File: config.mk
export PLATFORM = sky130hd
export DESIGN_NAME = vga_pixel_fetch
export DESIGN_NICKNAME = d
export VERILOG_FILES = /design/src/rtl/vga_pixel_fetch.sv
export SDC_FILE = /design/constraint.sdc
export NUM_CORES = 1
export LEC_CHECK = 0
export BUFFER_PORTS_ARGS = -buffer_cell sky130_fd_sc_hd__buf_2
export CORE_MARGIN = 5
export CORE_UTILIZATION = 24
export CTS_CLUSTER_DIAMETER = 150
export DETAILED_ROUTE_END_ITERATION = 10
export GPL_ROUTABILITY_DRIVEN = 0
export SKIP_CTS_REPAIR_TIMING = 1
export SYNTH_ARGS = -nofsm -noshare
export SYNTH_HDL_FRONTEND = slang
export SYNTH_SLANG_ARGS = --single-unit
export TNS_END_PERCENT = 20
File: constraint.sdc
create_clock -name PixelClkSrc -period 5.1 [get_ports PixelClkSrc]
set_clock_uncertainty 0.2 [all_clocks]
set_input_delay 0.51 -clock PixelClkSrc [delete_from_list [all_inputs] [get_ports PixelClkSrc]]
set_output_delay 0.51 -clock PixelClkSrc [all_outputs]
set_load 0.03 [all_outputs]
File: src/rtl/vga_pixel_fetch.sv
// Line prefetcher for the VGA output path: reads packed pixel words for the next visible line,
// buffers them and unpacks one pixel per clock. Define VGA_FETCH_LINE_DOUBLE_EN to reuse each row twice.
module vga_pixel_fetch #(
    parameter int BPP    = 6,
    parameter int PPW    = 4,
    parameter int HACT   = 640,
    parameter int VACT   = 480,
    parameter int XMAX   = 799,
    parameter int YMAX   = 524,
    parameter int AWIDTH = 17,
    parameter int BASE   = 0,
    parameter int DEPTH  = 8
) (
    input  logic              PixelClkSrc,
    input  logic              Rst,
    input  logic [9:0]        PixelCounter,
    input  logic [9:0]        LineCounter,
    output logic              ReqValid,
    output logic [AWIDTH-1:0] ReqAddr,
    input  logic              ReqReady,
    input  logic              RspValid,
    input  logic [BPP*PPW-1:0] RspData,
    output logic [BPP-1:0]    PixColor,
    output logic              Underflow
);
    localparam int WW  = BPP * PPW;
    localparam int WPL = HACT / PPW;
    localparam int WCW = $clog2(WPL);
    localparam int PW  = $clog2(DEPTH);
    localparam int CW  = $clog2(DEPTH + 1);

    localparam logic [9:0] HACT_C = 10'(HACT);
    localparam logic [9:0] VACT_C = 10'(VACT);
    localparam logic [9:0] XMAX_C = 10'(XMAX);
    localparam logic [9:0] YMAX_C = 10'(YMAX);

    localparam logic [0:0] S_IDLE  = 1'b0;
    localparam logic [0:0] S_FETCH = 1'b1;

    logic [0:0]        state_q, state_d;
    logic [WCW-1:0]    w_q, w_d;
    logic [AWIDTH-1:0] la_q, la_d;
    logic [CW-1:0]     out_q, out_d;
    logic [CW-1:0]     drop_q, drop_d;
    logic [CW-1:0]     cnt_q, cnt_d;
    logic [PW-1:0]     wp_q, wp_d;
    logic [PW-1:0]     rp_q, rp_d;
    logic [WW-1:0]     mem_q [DEPTH];
    logic [WW-1:0]     sreg_q, sreg_d;
    logic [BPP-1:0]    pix_q, pix_d;
    logic              unf_q, unf_d;

    logic [9:0]        tgt;
    logic              line_end, line_start, row_step, credit_ok;
    logic              acc, rsp, push, visible, need, pop;
    logic [WW-1:0]     head;

`ifdef VGA_FETCH_LINE_DOUBLE_EN
    assign row_step = ~tgt[0];
`else
    assign row_step = 1'b1;
`endif

    always_comb begin
        tgt        = (LineCounter == YMAX_C) ? 10'd0 : LineCounter + 10'd1;
        line_end   = PixelCounter == HACT_C;
        line_start = line_end && (tgt < VACT_C);
        credit_ok  = (32'(cnt_q) + 32'(out_q)) < 32'(DEPTH);
        ReqValid   = (state_q == S_FETCH) && credit_ok;
        acc        = ReqValid && ReqReady;
        // responses with nothing outstanding predate a reset
        rsp        = RspValid && (out_q != '0);
        push       = rsp && (drop_q == '0) && !line_end;
        visible    = (PixelCounter < HACT_C) && (LineCounter < VACT_C)
                     && (PixelCounter <= XMAX_C);
        need       = visible && ((32'(PixelCounter) % PPW) == 0);
        pop        = need && (cnt_q != '0);
        head       = mem_q[rp_q];
    end

    assign ReqAddr   = la_q + AWIDTH'(w_q);
    assign PixColor  = pix_q;
    assign Underflow = unf_q;

    always_comb begin
        state_d = state_q;
        w_d     = w_q;
        la_d    = la_q;
        if (line_start) begin
            state_d = S_FETCH;
            w_d     = '0;
            if (tgt == 10'd0) la_d = AWIDTH'(BASE);
            else if (row_step) la_d = la_q + AWIDTH'(WPL);
        end else if (line_end) begin
            state_d = S_IDLE;
        end else if (acc) begin
            if (w_q == WCW'(WPL - 1)) state_d = S_IDLE;
            else w_d = w_q + WCW'(1);
        end
    end

    always_comb begin
        out_d = out_q;
        if (acc && !rsp) out_d = out_q + CW'(1);
        else if (!acc && rsp) out_d = out_q - CW'(1);
        // everything still in flight at line end belongs to the old line
        drop_d = drop_q;
        if (line_end) drop_d = out_d;
        else if (rsp && (drop_q != '0)) drop_d = drop_q - CW'(1);
        cnt_d = cnt_q;
        wp_d  = wp_q;
        rp_d  = rp_q;
        if (line_end) begin
            cnt_d = '0;
            wp_d  = '0;
            rp_d  = '0;
        end else begin
            if (push) wp_d = wp_q + PW'(1);
            if (pop) rp_d = rp_q + PW'(1);
            if (push && !pop) cnt_d = cnt_q + CW'(1);
            else if (!push && pop) cnt_d = cnt_q - CW'(1);
        end
    end

    always_comb begin
        pix_d  = '0;
        sreg_d = sreg_q;
        unf_d  = unf_q;
        if (need) begin
            if (pop) begin
                pix_d  = head[BPP-1:0];
                sreg_d = head >> BPP;
            end else begin
                sreg_d = '0;
                unf_d  = 1'b1;
            end
        end else if (visible) begin
            pix_d  = sreg_q[BPP-1:0];
            sreg_d = sreg_q >> BPP;
        end
    end

    always_ff @(posedge PixelClkSrc) begin
        if (Rst) begin
            state_q <= S_IDLE;
            w_q     <= '0;
            la_q    <= AWIDTH'(BASE);
            out_q   <= '0;
            drop_q  <= '0;
            cnt_q   <= '0;
            wp_q    <= '0;
            rp_q    <= '0;
            sreg_q  <= '0;
            pix_q   <= '0;
            unf_q   <= 1'b0;
        end else begin
            state_q <= state_d;
            w_q     <= w_d;
            la_q    <= la_d;
            out_q   <= out_d;
            drop_q  <= drop_d;
            cnt_q   <= cnt_d;
            wp_q    <= wp_d;
            rp_q    <= rp_d;
            sreg_q  <= sreg_d;
            pix_q   <= pix_d;
            unf_q   <= unf_d;
        end
    end

    always_ff @(posedge PixelClkSrc) begin
        if (push) mem_q[wp_q] <= RspData;
    end

endmodule

Word-level counts from Yosys, hierarchy flattened
Memory sizes are Yosys's and may differ from the RTL's. A register that Yosys moved wholly into a read port is not among the register bits.
Cells that the tools add are included.
- register bits after elaboration: 75
- memory bits (writable): 192
- input port bits: 48
- output and inout bits: 25
- word-level logic and storage cells: 93
- memories: 1
- memory list (name ; depth ; width ; read ports ; clocked after Yosys merged registers in ; write ports ; RTL line ; text):
    mem_q ; 8 ; 24 ; 1 ; 1 ; 1 ; 48 ; logic [WW-1:0] mem_q [DEPTH];
- $add $sub $neg: 12
- $lt $le $gt $ge: 5
- eq/ne operators: 3
- multiplexer cells: 22
- bitwise operators: 3
- reductions and logical operators: 36
- operators by type and width (kind ; number):
    $mux 24 ; 2
    $logic_not 32->1 ; 1
    $mux 4 ; 6
    $eq 10x10->1 const B ; 2
    $lt 10x9->1 const B ; 2
    $mux 18 ; 1
    $mux 6 ; 3
    $add 17x8->17 ; 1
    $add 17x8->17 const B ; 1
    $mux 17 ; 1
    $logic_and 1x1->1 ; 15
    $reduce_bool 4->1 ; 3
    $sub 4x1->4 const B ; 3
    $add 10x1->10 const B ; 1
    $le 10x10->1 const B ; 1
    $logic_not 10->1 ; 1
    $lt 10x10->1 const B ; 1
    $mux 10 ; 1
    $add 4x1->4 const B ; 2
    $add 8x1->8 const B ; 1
    $eq 8x8->1 const B ; 1
    $add 3x1->3 const B ; 2
    $mux 1 ; 6
    $mux 3 ; 2
    10 further kinds ; 21

Longest topological paths before layout
- depth after elaboration: 9
- mapped depth: 13
- depth with buffers taken out: 13

Worst setup path before layout
Ideal clock, no wire load.
- kind: input-to-reg
- from: in PixelCounter[9]
- to: mem mem_q[3][0] in the netlist's numbering (enable)
- library setup time: 0.440 ns
- arrival: 3.408 ns
- data required time: 4.460 ns
- slack: 1.052 ns
- cell stages on the path: 5
- buffers on the path: 0
- cells stage by stage: nor4bb_1 > and3_1 > nor3_1 > nand2_1 > nor3b_1
- longest elaborated chain between the ends: 5
- ends and longest elaborated chain (item ; RTL line ; text):
    from (decl) ; 16 ; input logic [9:0] PixelCounter,
    $eq 10x10->1 ; 66 ; line_end = PixelCounter == HACT_C;
    $logic_not 1->1 ; 73 ; push = rsp && (drop_q == '0) && !line_end;
    $logic_and 1x1->1 ; 73 ;
    net push ; 55 ; logic acc, rsp, push, visible, need, pop;
    $mux 1 ; 172 ; if (push) mem_q[wp_q] <= RspData;
    $mux 1 (not written as such) ; 172 ;
    to (decl) ; 48 ;
The timed path passes the listed nets, and every way through them passes these cells.

Worst setup path after layout
- from: reg out_q[0]
- to: reg cnt_q[3]
- longest elaborated chain between the ends: 7
- elaborated cells on any way between the ends: 9
- classes of those cells: 1 x mux; 8 x reduce/logical
- ends and longest elaborated chain (item ; RTL line ; text):
    from (decl) ; 43 ; logic [CW-1:0] out_q, out_d;
    from (signal assigned) ; 160 ; out_q <= out_d;
    $reduce_bool 4->1 (*) ; 72 ; rsp = RspValid && (out_q != '0);
    $logic_and 1x1->1 (*) ; 72 ;
    $logic_and 1x1->1 (*) (2 in series) ; 73 ;
    net push ; 55 ;
    $logic_not 1->1 ; 121 ; else if (!push && pop) cnt_d = cnt_q - CW'(1);
    $logic_and 1x1->1 ; 121 ;
    $reduce_bool 2->1 (no source line) ; n/a ;
    to (signal assigned) ; 162 ; cnt_q <= cnt_d;
    to (decl) ; 45 ; logic [CW-1:0] cnt_q, cnt_d;
Mark *: on every way through the listed nets, which the timed path passes. The rest lies on a longest branch.
A chain may end at the register's enable or synchronous reset.

==> run summary <==
The count of H-tree levels built during CTS is 1. The tools report the timing-limited maximum frequency as 292 MHz. The met2 wire length is 11100 um, and the sequential share of the synthesized area is 65.1%.

Summing the areas of all fa, ha and maj instances in the mapped netlist gives 2.24% of the synthesized area. The count of synthesis-stage warnings from yosys came out at 0. Summed over its instances, the top area cell type makes up 52.8% of the synthesized netlist area.

After technology mapping, the gate count stands at 710. The count of pins over their slew limit came out at 0. In the final layout, the share of cells above drive strength 1 is 28.7%.

The number of flops mapped to enable cells by yosys is 192. The flip-flop cell with the highest count after synthesis was edfxtp_1. The total count of hold-check failures in the final report is 0. In this run the clock root is driven by a clkbuf_16.

The first global-routing pass estimated 37300 um of wire. The required time of the worst setup path was 5.37 ns; the placed wire-length estimate was 14800 um. Detailed routing inserted a total of 6314 vias.

The insertion delay of the later-clocked pin in the worst-skew pair was 0.54 ns; the number of buffers inserted during clock tree synthesis was 25. Cell leakage power: 4.19 nW. The final routed wire length divided by cell count is 17.3 um. The die covers 49900 um^2. The cell area power density came out at 424 nW/um^2. In the final routing, the length of wire on met1 measures 11300 um. After floorplanning, the core was sized to cover 45200 um^2.

For the initial antenna violation count, the log shows 4. Setup repair after global routing left no endpoint under its margin. Relative to the synthesized area, the layout overhead comes to 17.4%. After synthesis, the cell types taking the most area are edfxtp_1 (53%), dfxtp_1 (12%), mux4_2 (9.9%), mux2_2 (2.6%), ha_1 (2.1%). Entering global routing, the biggest net connects 49 pins.

After routing, the total negative slack on setup checks comes to 0 ns. Of all flip-flops after synthesis, the portion carrying an async set or reset was 0%. The final cycle utilization of the critical path is 67.2%, and the number of storage elements in the synthesis netlist is 259. The detail route stage leaves a number of antenna-violating nets equal to 0. The routed design uses 1410 um of met3 wire. By area, the combinational part of the netlist is dominated by multiplexers.

Clock-pin slew was measured on the worst setup and hold paths at 0.07 ns. The biggest fanout along the worst timing path is 6, and the post-detailed-routing wire length is 24200 um. The flow ran to the end, and the final reports show no timing, DRC or antenna violations. Across the run, the number of max-cap violations was 0. In this run the horizontal extent of the chip is 223 um. After layout, the minimum clock period comes to 3.43 ns. The net count of the finished layout is 845. The biggest area contributor in the post-synthesis netlist is edfxtp_1. After detailed routing, no signal wire sits above met5. The post-route cell area was 12800 um^2. Summing the areas of all compound-gate instances in the mapped netlist gives 6.53% of the synthesized area. Summing every instance area after synthesis gives 10900 um^2.

The type of the most critical hold path is in -> reg. Before antenna repair, the detailed router went through 5 iterations. The post-synth net total is 777, and the maximum resistive drop on vdd is 0.216 mV. Capturing element type of the critical path: a flip-flop. STA classifies the critical path startpoint as a flip-flop.

The tools report the largest buffer count on any clock path as 3. For this run, design rule violations remaining after detail routing come to 0. The basic-gate share of the synthesized area counting and, or, nand and nor cells was 8.45%.

The total congestion overflow after global routing was 0; the starting utilization of the core area was 24.2%. Vertical extent of the die: 223 um. TritonCTS built the clock tree.

In this run the count of I/O pins placed on the die edge is 73. The multiplexer share of the synthesized area is 12.8%, and the mean instance size in the synthesized netlist is 15.4 um^2. The number of global-route vias before repair is 6282.

The initialized floorplan defines 78 standard-cell rows. In the post-synthesis netlist, the cell with the most instances is edfxtp_1. Setup violations remaining at the end of the flow were counted as 0. The run gives 259 as the number of clock sinks. Data on the critical path arrives at its endpoint at 3.70 ns. For the number of distinct library cells after synthesis, the log shows 62.

The total power consumption of the routed design is 0.00543 W. After synthesis, the most frequently instantiated cells are edfxtp_1 (192), dfxtp_1 (67), nor2_1 (49), mux4_2 (48), clkbuf_1 (29). The relative slew slack was 22.3%; the number of port buffers was 72. For the pin with the worst max-slew slack, the measured transition is 1.16 ns. The placed cell area was 12000 um^2; the share of the synthesized netlist area taken by xor and xnor gates was 2.57%.

All-layer global routing usage: 9.43%. The path type of the worst setup path was reg -> reg. In this run, the number of DRC markers left after iteration 0 of detailed routing was 577. Dividing the detail-routed via count by the number of cells gives 4.52.

The count of fill cells added during filler insertion came out at 4523.
[placed cells by master, fill, tap and decap left out, drive strengths merged, types with 3 or more instances in the layout]
master  synthesis  final
or3             5      5
o211ai         11     11
a211oi          3      3
o21ai           6      6
mux4           48     48
edfxtp        192    192
nand2b          4      4
a311oi          3      3
mux2           25     25
bufinv          0      3
a22oi          12     12
and3            6      6
o221ai          4      4
xor2           16     16
mux2i           4      4
nor4            5      5
a221oi         13     13
inv            15     16
nand3           9      9
xnor2          16     16
nand2          23     23
nor3b           5      5
a21oi          13     13
nand4          13     13
clkinv          0      9
ha             18     18
dfxtp          67     67
nand3b         12     12
buf            15     87
or2             5      5
clkbuf         31     32
nor3           28     28
nor2           54     54
o311ai          7      7
[where the power goes]
group / total [W] / internal, W / switching, W
registers: 0.00263 / 0.00246 / 0.000172
logic: 0.000914 / 0.000412 / 0.000501
clock network: 0.00189 / 0.00108 / 0.000805
[layer usage]
layer,global-route usage [%],vias to the layer above
met5,0,-
met4,1.32,6
met3,2.49,28
met2,14.8,138
met1,13.5,3217
li1,-,2925
[metrics by stage]
step / setup WS [ns] / util (%) / std cells / hold WS (ns)
2_1_floorplan: 1.05 / - / 710 / 0.254
3_3_place_gp: 1.36 / 26.5 / 1351 / 0.244
3_5_place_dp: 1.32 / 26.5 / 1351 / 0.267
4_1_cts: 1.68 / 28.4 / 1397 / 0.0175
5_1_grt: 1.38 / 28.4 / 1397 / 0.0229
6_report: 1.67 / 28.4 / 1398 / 0.0390
[area by class of cell]
cell class	instances	area (um^2)	area share [%]
Tap cell	600	751	5.86
Clock inverter	14	165	1.29
Inverter	15	56.3	0.439
Timing Repair Buffer	87	473	3.69
Antenna cell	1	2.50	0.0195
Sequential cell	259	7110	55.5
Clock buffer	32	662	5.16
Multi-Input combinational cell	390	3600	28.1
[flip-flops by register name (all words and copies together), names as in the netlist, named ones only]
register and flops:
sreg_q 18, la_q 12, w_q 8, drop_q 4, rp_q 3, mem_q 192, state_q 1, PixColor 6
Underflow 1, cnt_q 4, out_q 4, wp_q 3
[logic make-up (layout without fill, tap and decap cells)]
logic type / after synthesis / count (layout)
AOI/OAI and AO/OA: 87 / 87
xor gates and xnor gates: 32 / 32
adders and majority gates: 19 / 19
DFF: 259 / 259
and+or+nand+nor: 175 / 175
other: 0 / 1
buffers and inverters: 61 / 148
muxes: 77 / 77
[final timing paths]
path                            depth (start not counted)  slack [ns]                  from               endpoint
worst min register to register                          2        0.28  rp_q[1]$_SDFFE_PP0P_              flip-flop
worst min-delay path                                    1        0.04            RspData[8]  mem_q[6][8]$_DFFE_PP_
worst max-delay path                                   13        1.67   out_q[0]$_SDFF_PP0_  cnt_q[3]$_SDFFE_PP0P_
worst max register to register                         13        1.67   out_q[0]$_SDFF_PP0_  cnt_q[3]$_SDFFE_PP0P_
[critical path: stages, from the launching register on]
cell and delay, ns:
dfxtp_1 0.43, inv_1 0.07, ha_1 0.21, inv_1 0.08
o31ai_1 0.13, nor3_1 0.70, ha_1 0.30, inv_1 0.09
ha_1 0.28, a21o_1 0.18, a21oi_1 0.18, xnor2_1 0.09
or3_1 0.30, a21oi_1 0.14
Note: power is estimated with default switching activity, not from simulation.
